$ cat config.mk
export PLATFORM = sky130hd
export DESIGN_NAME = wb_pipeline
export DESIGN_NICKNAME = d
export VERILOG_FILES = /design/src/rtl/wb_pipeline.sv
export SDC_FILE = /design/constraint.sdc
export NUM_CORES = 1
export LEC_CHECK = 0
export ABC_CLOCK_PERIOD_IN_PS = 1000
export BUFFER_PORTS_ARGS = -buffer_cell sky130_fd_sc_hd__buf_2
export CORE_MARGIN = 5
export CORE_UTILIZATION = 43
export DETAILED_ROUTE_END_ITERATION = 8
export GPL_ROUTABILITY_DRIVEN = 0
export MAX_ROUTING_LAYER = met4
export PLACE_DENSITY_LB_ADDON = 0.15
export SETUP_SLACK_MARGIN = 0.1
export SYNTH_ARGS = -nofsm -noshare
export SYNTH_HDL_FRONTEND = slang
export SYNTH_SLANG_ARGS = --single-unit
$ cat constraint.sdc
create_clock -name clk -period 1 [get_ports clk]
set_input_delay 0.2 -clock clk [delete_from_list [all_inputs] [get_ports clk]]
set_output_delay 0.2 -clock clk [all_outputs]
set_load 0.02 [all_outputs]
$ cat src/rtl/wb_pipeline.sv
// Write-back pipeline EX -> STAGES registers -> regfile, with stall/flush and forwarding.
// Define WB_PIPELINE_FWD_EN to build the forwarding comparators.
module wb_pipeline #(
   parameter int DATA_W     = 32,
   parameter int ADDR_W     = 5,
   parameter int STAGES     = 2,
   parameter int READ_PORTS = 2
) (
   input  logic                         clk,
   input  logic                         rst,
   input  logic                         ex_wreg,
   input  logic [ADDR_W-1:0]            ex_wd,
   input  logic [DATA_W-1:0]            ex_wdata,
   input  logic [STAGES:0]              stall,
   input  logic                         flush,
   input  logic [READ_PORTS*ADDR_W-1:0] fwd_raddr,
   output logic [READ_PORTS-1:0]        fwd_hit,
   output logic [READ_PORTS*DATA_W-1:0] fwd_data,
   output logic                         wb_wreg,
   output logic [ADDR_W-1:0]            wb_wd,
   output logic [DATA_W-1:0]            wb_wdata,
   output logic [$clog2(STAGES+2)-1:0]  pending_cnt
);

   localparam int CNT_W = $clog2(STAGES+2);

   logic [STAGES-1:0]             wreg_q, wreg_d;
   logic [STAGES-1:0][ADDR_W-1:0] wd_q, wd_d;
   logic [STAGES-1:0][DATA_W-1:0] data_q, data_d;

   logic [STAGES-1:0]             up_wreg;
   logic [STAGES-1:0][ADDR_W-1:0] up_wd;
   logic [STAGES-1:0][DATA_W-1:0] up_data;

   for (genvar k = 0; k < STAGES; k++) begin : g_up
      if (k == 0) begin : g_ex
         assign up_wreg[k] = ex_wreg;
         assign up_wd[k]   = ex_wd;
         assign up_data[k] = ex_wdata;
      end else begin : g_st
         assign up_wreg[k] = wreg_q[k-1];
         assign up_wd[k]   = wd_q[k-1];
         assign up_data[k] = data_q[k-1];
      end
   end

   // A stage whose upstream is stalled but which is itself free takes a bubble.
   always_comb begin
      wreg_d = wreg_q;
      wd_d   = wd_q;
      data_d = data_q;
      for (int k = 0; k < STAGES; k++) begin
         if (flush) begin
            wreg_d[k] = 1'b0;
            wd_d[k]   = '0;
            data_d[k] = '0;
         end else if (stall[k+1]) begin
            wreg_d[k] = wreg_q[k];
            wd_d[k]   = wd_q[k];
            data_d[k] = data_q[k];
         end else if (stall[k]) begin
            wreg_d[k] = 1'b0;
            wd_d[k]   = '0;
            data_d[k] = '0;
         end else begin
            wreg_d[k] = up_wreg[k];
            wd_d[k]   = up_wd[k];
            data_d[k] = up_data[k];
         end
      end
   end

   always_ff @(posedge clk) begin
      if (rst) begin
         wreg_q <= '0;
         wd_q   <= '0;
         data_q <= '0;
      end else begin
         wreg_q <= wreg_d;
         wd_q   <= wd_d;
         data_q <= data_d;
      end
   end

   assign wb_wreg  = wreg_q[STAGES-1];
   assign wb_wd    = wd_q[STAGES-1];
   assign wb_wdata = data_q[STAGES-1];

   always_comb begin
      pending_cnt = '0;
      for (int k = 0; k < STAGES; k++)
         pending_cnt = pending_cnt + CNT_W'(wreg_q[k]);
   end

`ifdef WB_PIPELINE_FWD_EN
   logic [ADDR_W-1:0] ra;

   // Scan oldest to youngest so the youngest match overwrites older ones.
   always_comb begin
      fwd_hit  = '0;
      fwd_data = '0;
      ra       = '0;
      for (int p = 0; p < READ_PORTS; p++) begin
         ra = fwd_raddr[p*ADDR_W +: ADDR_W];
         if (ra != '0) begin
            for (int k = STAGES-1; k >= 0; k--) begin
               if (wreg_q[k] && wd_q[k] == ra) begin
                  fwd_hit[p]                 = 1'b1;
                  fwd_data[p*DATA_W +: DATA_W] = data_q[k];
               end
            end
            if (!stall[0] && ex_wreg && ex_wd == ra) begin
               fwd_hit[p]                 = 1'b1;
               fwd_data[p*DATA_W +: DATA_W] = ex_wdata;
            end
         end
      end
   end
`else
   logic unused_fwd;
   assign unused_fwd = ^fwd_raddr;
   assign fwd_hit    = '0;
   assign fwd_data   = '0;
`endif

endmodule

==> run_results.csv, run 1 <==
group,metric,value,unit
hold_path,hold_depth,3,
clocking,root_buffer,"clkbuf_8",
critical_path,cp-end-kind,"output port",
grt,grt_pass1_wl,12.35,mm
grt,grt_pass1_vias,2528,
yosys,async_reset_ff_share,0,%
timing,skew,0.006163,ns
critical_path,path_class,"flop to output port",
yosys,synth.top_cells.by_area,"dfxtp_1 (40%), buf_4 (20%), a21oi_1 (9.9%), or3b_1 (9.0%), or3b_2 (8.6%)",
final_layout,area_growth,29.23,%
yosys,synthCells,438,
critical_path,path_cells,"ha_4, buf_6",
yosys,syn_area_per_cell,8.650,sq um
critical_path,path_max_fanout,2,
timing,period_needed,1.235,ns
critical_path,reg2reg_depth,4,
yosys,synth.yosys.seq_area_share,40.16,%
critical_path,arrival,1.03,ns
critical_path,rr_startpoint,"wreg_q[0]",
critical_path,crit_slowest_cell,"dfxtp_2",
grt,gr-max-usage-layer,"met2",
grt,grt_antenna_before_repair,0,
hold_path,min_from,"ex_wdata[7]",
detailed_routing,drt_iter0_drc,61,
timing,max_freq,809.9,MHz
hold_path,hold_class,"input port to flop",
floorplan,die_area,10790,sq um
detailed_routing,drcViolationCount,0,
run,max_cap_violations,0,
clocking,htreeDepth,3,
detailed_routing,dr.pass1.iters,4,
yosys,synthTopCellsByCount,"buf_4 (100), dfxtp_1 (76), nand2_1 (76)",
timing,setup_slack,-0.2347,ns
grt,grt_use_total,13.97,%
clocking,cts_sinks,76,
floorplan,die_h,103.9,um
floorplan,core_area,8636,sq um
timing,setup_violations,6,
grt,met1_usage,16.81,%
outcome,status,"complete, but fails checks",
yosys,synth_top_area_share,40.16,%
yosys,synth-seq-cells,76,
clocking,path_clk_slew,0.08,ns
detailed_routing,wl_per_cell,12.98,um
yosys,synth_cell_type_count,15,
timing,rsz0062_at_grt,"yes",
yosys,synthFlopType,"dfxtp_1",
detailed_routing,ant_nets,0,
clocking,clock_path_buffers,2,
power_and_ir_drop,powerDensity,1307,nW/um^2
detailed_routing,vias_per_cell,4.517,
yosys,syn_area,3789,sq um
final_layout,fin_cells,619,
final_layout,num_antenna_cells,0,
yosys,synth_edf_count,0,
floorplan,ios,160,
yosys,synth_top_cell_by_area,"dfxtp_1",
timing,fin_crit_sh,123.5,%
place,dp_cells,580,
yosys,yosysWarnings,0,
power_and_ir_drop,power.static_leakage,1.951,nW
final_layout,fin_nets,561,
grt,grt_max_degree,43,
detailed_routing,num_vias,2796,
critical_path,cp-start-kind,"flop",
critical_path,r2r_end,"wreg_q[1]",
floorplan,rows,34,
clocking,cts_tree,"built",
outcome,failed_checks,"negative setup slack",
clocking,cts_inserted_buffers,9,
yosys,yosysMostFrequentCell,"buf_4",
clocking,clk_latency,0.34,ns
detailed_routing,postRouteWirelength,8.034,mm
place,dp_hpwl,5.048,mm
hold_path,min_to,"data_q[7]",
timing,final_max_slew_viol_count,0,
grt,met3_usage,4.842,%
final_layout,drive_above_1_share,56.16,%
floorplan,initial_core_util,43.87,%
grt,grtUsageMet2,22.27,%
place,numPortBuffers,83,
critical_path,r2r_slack,-0.10,ns
grt,grt_overflow,0,
critical_path,slowest_delay,0.34,ns
floorplan,fp.dieW,103.9,um
timing,timing.hold.ws,0.1822,ns
critical_path,cp.required,0.80,ns
timing,timing.final.hold_violations,0,
power_and_ir_drop,vdd_drop_max,0.0008030,V
==> cell families after synthesis <==
kind of cell / Yosys count / share of synthesized area [%]
AND/OR/NAND/NOR: 153 / 25.26
buffers and inverters: 131 / 24.01
AO/OA/AOI/OAI: 76 / 10.14
flip-flops: 76 / 40.16
adder cells (fa/ha/maj): 1 / 0.3302
other: 1 / 0.09898
==> worst max path at each step <==
stage / endpoint / from / cells after the start
after CTS: pending_cnt[0] / wreg_q[0] / 2
after detailed placement: wb_wd[4] / stall[1] / 4
after global routing: pending_cnt[0] / wreg_q[1] / 2
final: pending_cnt[0] / wreg_q[1] / 2
after floorplan: data_q[15] / stall[0] / 4
after global placement: wb_wdata[16] / stall[1] / 4
==> critical path, delay by kind of cell (launching register included) <==
family | cells | cell delay, ns
DFF | 1 | 0.34
adders and majority gates | 1 | 0.26
buffers and inverters | 1 | 0.11
==> per-stage QoR <==
step / power, mW / TNS, ns / setup slack (ns) / instance area, sq um / utilization, %
4_1_cts: 6.441 / -1.087 / -0.2591 / 4638 / 53.71
6_report: 6.398 / -0.6134 / -0.2347 / 4896 / 56.69
3_5_place_dp: 3.847 / -11.22 / -0.2169 / 3960 / 45.86
2_1_floorplan: 3.870 / 0 / 0.03034 / 4156 / -
5_1_grt: 6.705 / -1.895 / -0.2902 / 4896 / 56.69
3_3_place_gp: 3.846 / -10.28 / -0.2024 / 3960 / 45.86
==> routing by layer <==
| layer | vias to the layer above | wire [um] |
|---|---|---|
| met1 | 1288 | 3450 |
| met5 | - | 0 |
| met3 | 5 | 578 |
| met2 | 81 | 3943 |
| li1 | 1422 | - |
| met4 | 0 | 62 |
==> final cells by class <==
class	count	area, sq um
clock buffer	11	141.4
clock inverter	5	75.07
fill	821	3740
multi-input combinational	296	1819
sequential	76	1610
tap	108	135.1
timing repair buffer	123	1115
==> flip-flops by register name, indices dropped and copies added (netlist names) <==
name      cells
wb_wdata     32
up_wd         5
wreg_q        2
data_q       32
wb_wd         5
==> where the power goes <==
| part | total [mW] | internal, mW | leakage (nW) | switching, mW |
|---|---|---|---|---|
| logic | 0.771 | 0.274 | 1.19 | 0.497 |
| registers | 3.08 | 3.06 | 0.649 | 0.0154 |
| clock network | 2.55 | 1.46 | 0.113 | 1.09 |
| total | 6.40 | 4.80 | 1.95 | 1.60 |
==> layout by cell type (no fill, tap or decap) <==
cell type | netlist | routed
or3b_4 | 0 | 34
buf_2 | 12 | 42
or3b_2 | 37 | 9
nand2_1 | 76 | 76
buf_6 | 3 | 41
conb_1 | 1 | 66
dfxtp_2 | 0 | 71
buf_12 | 0 | 10
a21oi_1 | 75 | 43
clkbuf_8 | 0 | 10
ha_4 | 0 | 1
bufinv_16 | 0 | 2
or3b_1 | 39 | 33
clkbuf_1 | 11 | 1
clkinv_2 | 0 | 3
a21oi_2 | 1 | 33
buf_4 | 100 | 29
clkbuf_16 | 0 | 1
dfxtp_1 | 76 | 5
or2_2 | 0 | 1
==> repair_timing <==
| action | 4_1_cts | 5_1_grt |
|---|---|---|
| pin swaps | 19 | 20 |
| buffers inserted | 7 | 15 |
| endpoints found under the setup margin | 58 | 77 |
| cloned | 0 | 1 |
| endpoints found under the hold margin | 0 | 0 |
| hold buffers | 0 | 0 |
| resized for setup | 163 | 45 |
Power figures use the tool's default switching activity.
==> run 2, diff against run 1 <==
--- a/config.mk
+++ b/config.mk
@@ -13,6 +13,7 @@
 export GPL_ROUTABILITY_DRIVEN = 0
 export MAX_ROUTING_LAYER = met4
 export PLACE_DENSITY_LB_ADDON = 0.15
+export RECOVER_POWER = 25
 export SETUP_SLACK_MARGIN = 0.1
 export SYNTH_ARGS = -nofsm -noshare
 export SYNTH_HDL_FRONTEND = slang
==> run 2 against run 1 <==
The run still ends with negative setup slack left; fmax barely moved; global-route usage did not move; sequential share of layout area rose by 0.22 points; first-iteration DRC count fell by 4.9%; power fell by 0.26%; worst hold slack barely moved; die area did not move; sequential power barely moved; critical path depth did not move; sequential cell count did not move; clock skew barely moved; register-to-register slack barely moved; highest routed layer unchanged.
==> run_results.csv, run 2 (synthesis gave the netlist of run 1 again) <==
group,metric,value,unit
clocking,path_clk_slew,0.08,ns
outcome,status,"complete, but fails checks",
hold_path,hold_class,"input port to flop",
grt,grt_pass1_vias,2528,
critical_path,cp-end-kind,"output port",
critical_path,path_class,"flop to output port",
timing,max_freq,809.9,MHz
clocking,htreeDepth,3,
floorplan,die_area,10790,sq um
final_layout,utilization,56.32,%
power_and_ir_drop,power.static_leakage,1.940,nW
place,dp_cells,580,
grt,grt_antenna_before_repair,0,
final_layout,num_antenna_cells,0,
timing,period_needed,1.235,ns
power_and_ir_drop,p_comb_share,11.8,%
outcome,failed_checks,"negative setup slack",
clocking,cts_tree,"built",
power_and_ir_drop,switching_share,25.04,%
clocking,root_buffer,"clkbuf_8",
power_and_ir_drop,power_frac_seq,48.2,%
detailed_routing,vias_per_cell,4.512,
floorplan,die_h,103.9,um
timing,skew,0.006381,ns
final_layout,area_growth,28.37,%
detailed_routing,drcViolationCount,0,
place,dpl-instance-area,3960,sq um
final_layout,fillers,827,
detailed_routing,wl_per_cell,12.98,um
final_layout,drive_above_1_share,56.16,%
timing,rsz0062_at_grt,"yes",
floorplan,ios,160,
detailed_routing,dr.pass1.iters,4,
final_layout,fin_nets,561,
floorplan,fp.dieW,103.9,um
critical_path,path_max_fanout,2,
final_layout,fin_cells,619,
floorplan,core_area,8636,sq um
floorplan,initial_core_util,43.87,%
power_and_ir_drop,internal_power,4.783,mW
clocking,cts_sinks,76,
timing,fin_crit_sh,123.5,%
power_and_ir_drop,vdd_drop_max,0.0007902,V
grt,grt_pass1_wl,12.35,mm
place,dp_slack,-0.2169,ns
timing,timing.final.hold_violations,0,
detailed_routing,postRouteWirelength,8.037,mm
grt,grt_overflow,0,
detailed_routing,drt_iter0_drc,58,
detailed_routing,ant_nets,0,
power_and_ir_drop,power,6.381,mW
critical_path,cp.required,0.80,ns
final_layout,stdcell_area,4863,sq um
clocking,clk_latency,0.34,ns
run,max_cap_violations,0,
place,dp_hpwl,5.048,mm
timing,setup_violations,6,
timing,setup_slack,-0.2347,ns
clocking,clock_path_buffers,2,
final_layout,layout_common_cells,"nand2_1 (76), dfxtp_2 (71), conb_1 (66), a21oi_1 (43), buf_2 (42)",
power_and_ir_drop,p_clk_share,40.0,%
grt,grt_use_total,13.97,%
floorplan,rows,34,
critical_path,cp-start-kind,"flop",
clocking,cts_hold_buffers,0,
timing,setup-tns-final,-0.6136,ns
final_layout,layout_commonest_cell,"nand2_1",
timing,timing.hold.ws,0.1820,ns
detailed_routing,num_vias,2793,
power_and_ir_drop,switching_power,1.598,mW
power_and_ir_drop,powerDensity,1312,nW/um^2
grt,grt_max_degree,43,
clocking,cts_inserted_buffers,9,
timing,final_max_slew_viol_count,0,
place,numPortBuffers,83,
critical_path,arrival,1.03,ns
## run 2: final timing paths
path                            cells past startpoint   startpoint  slack, ns              to
worst max-delay path                                2    wreg_q[1]      -0.23  pending_cnt[0]
worst min-delay path                                3  ex_wdata[7]       0.18       data_q[7]
worst max register to register                      4    wreg_q[0]      -0.10       wreg_q[1]
worst min register to register                      2   data_q[25]       0.45      data_q[25]
## run 2: layer usage
metal	GRT usage [%]	share of wire [%]	wire length [um]	vias up
met5	-	0	0	-
met4	3.885	0.77	62	0
met3	4.842	7.3	584	5
met2	22.27	49	3940	83
met1	16.81	43	3449	1284
li1	-	-	-	1421
## run 2: area by class of cell
type,instances,area [sq um],area share (%)
Multi-Input combinational cell,296,1819,37.41
Sequential cell,76,1610,33.11
Timing Repair Buffer,123,1082,22.25
Clock buffer,11,141.4,2.907
Tap cell,108,135.1,2.779
Clock inverter,5,75.07,1.544
## run 2: critical path: stages, from the launching register on
cell     delay [ns]
dfxtp_2        0.34
ha_4           0.26
buf_6          0.11
## run 2: power by group through the flow
stage	clock network [mW]	registers (mW)	logic [mW]
floorplan	0	3.14	0.729
global placement	0	3.14	0.704
detailed placement	0	3.14	0.704
CTS	2.64	3.07	0.728
global route	2.79	3.08	0.816
finish	2.55	3.08	0.754
## run 2: repair_timing
item	in CTS	in global routing
buffers inserted	7	15
gates cloned	0	1
endpoints found under the setup margin	58	77
pin swaps	19	20
resized for setup	163	45
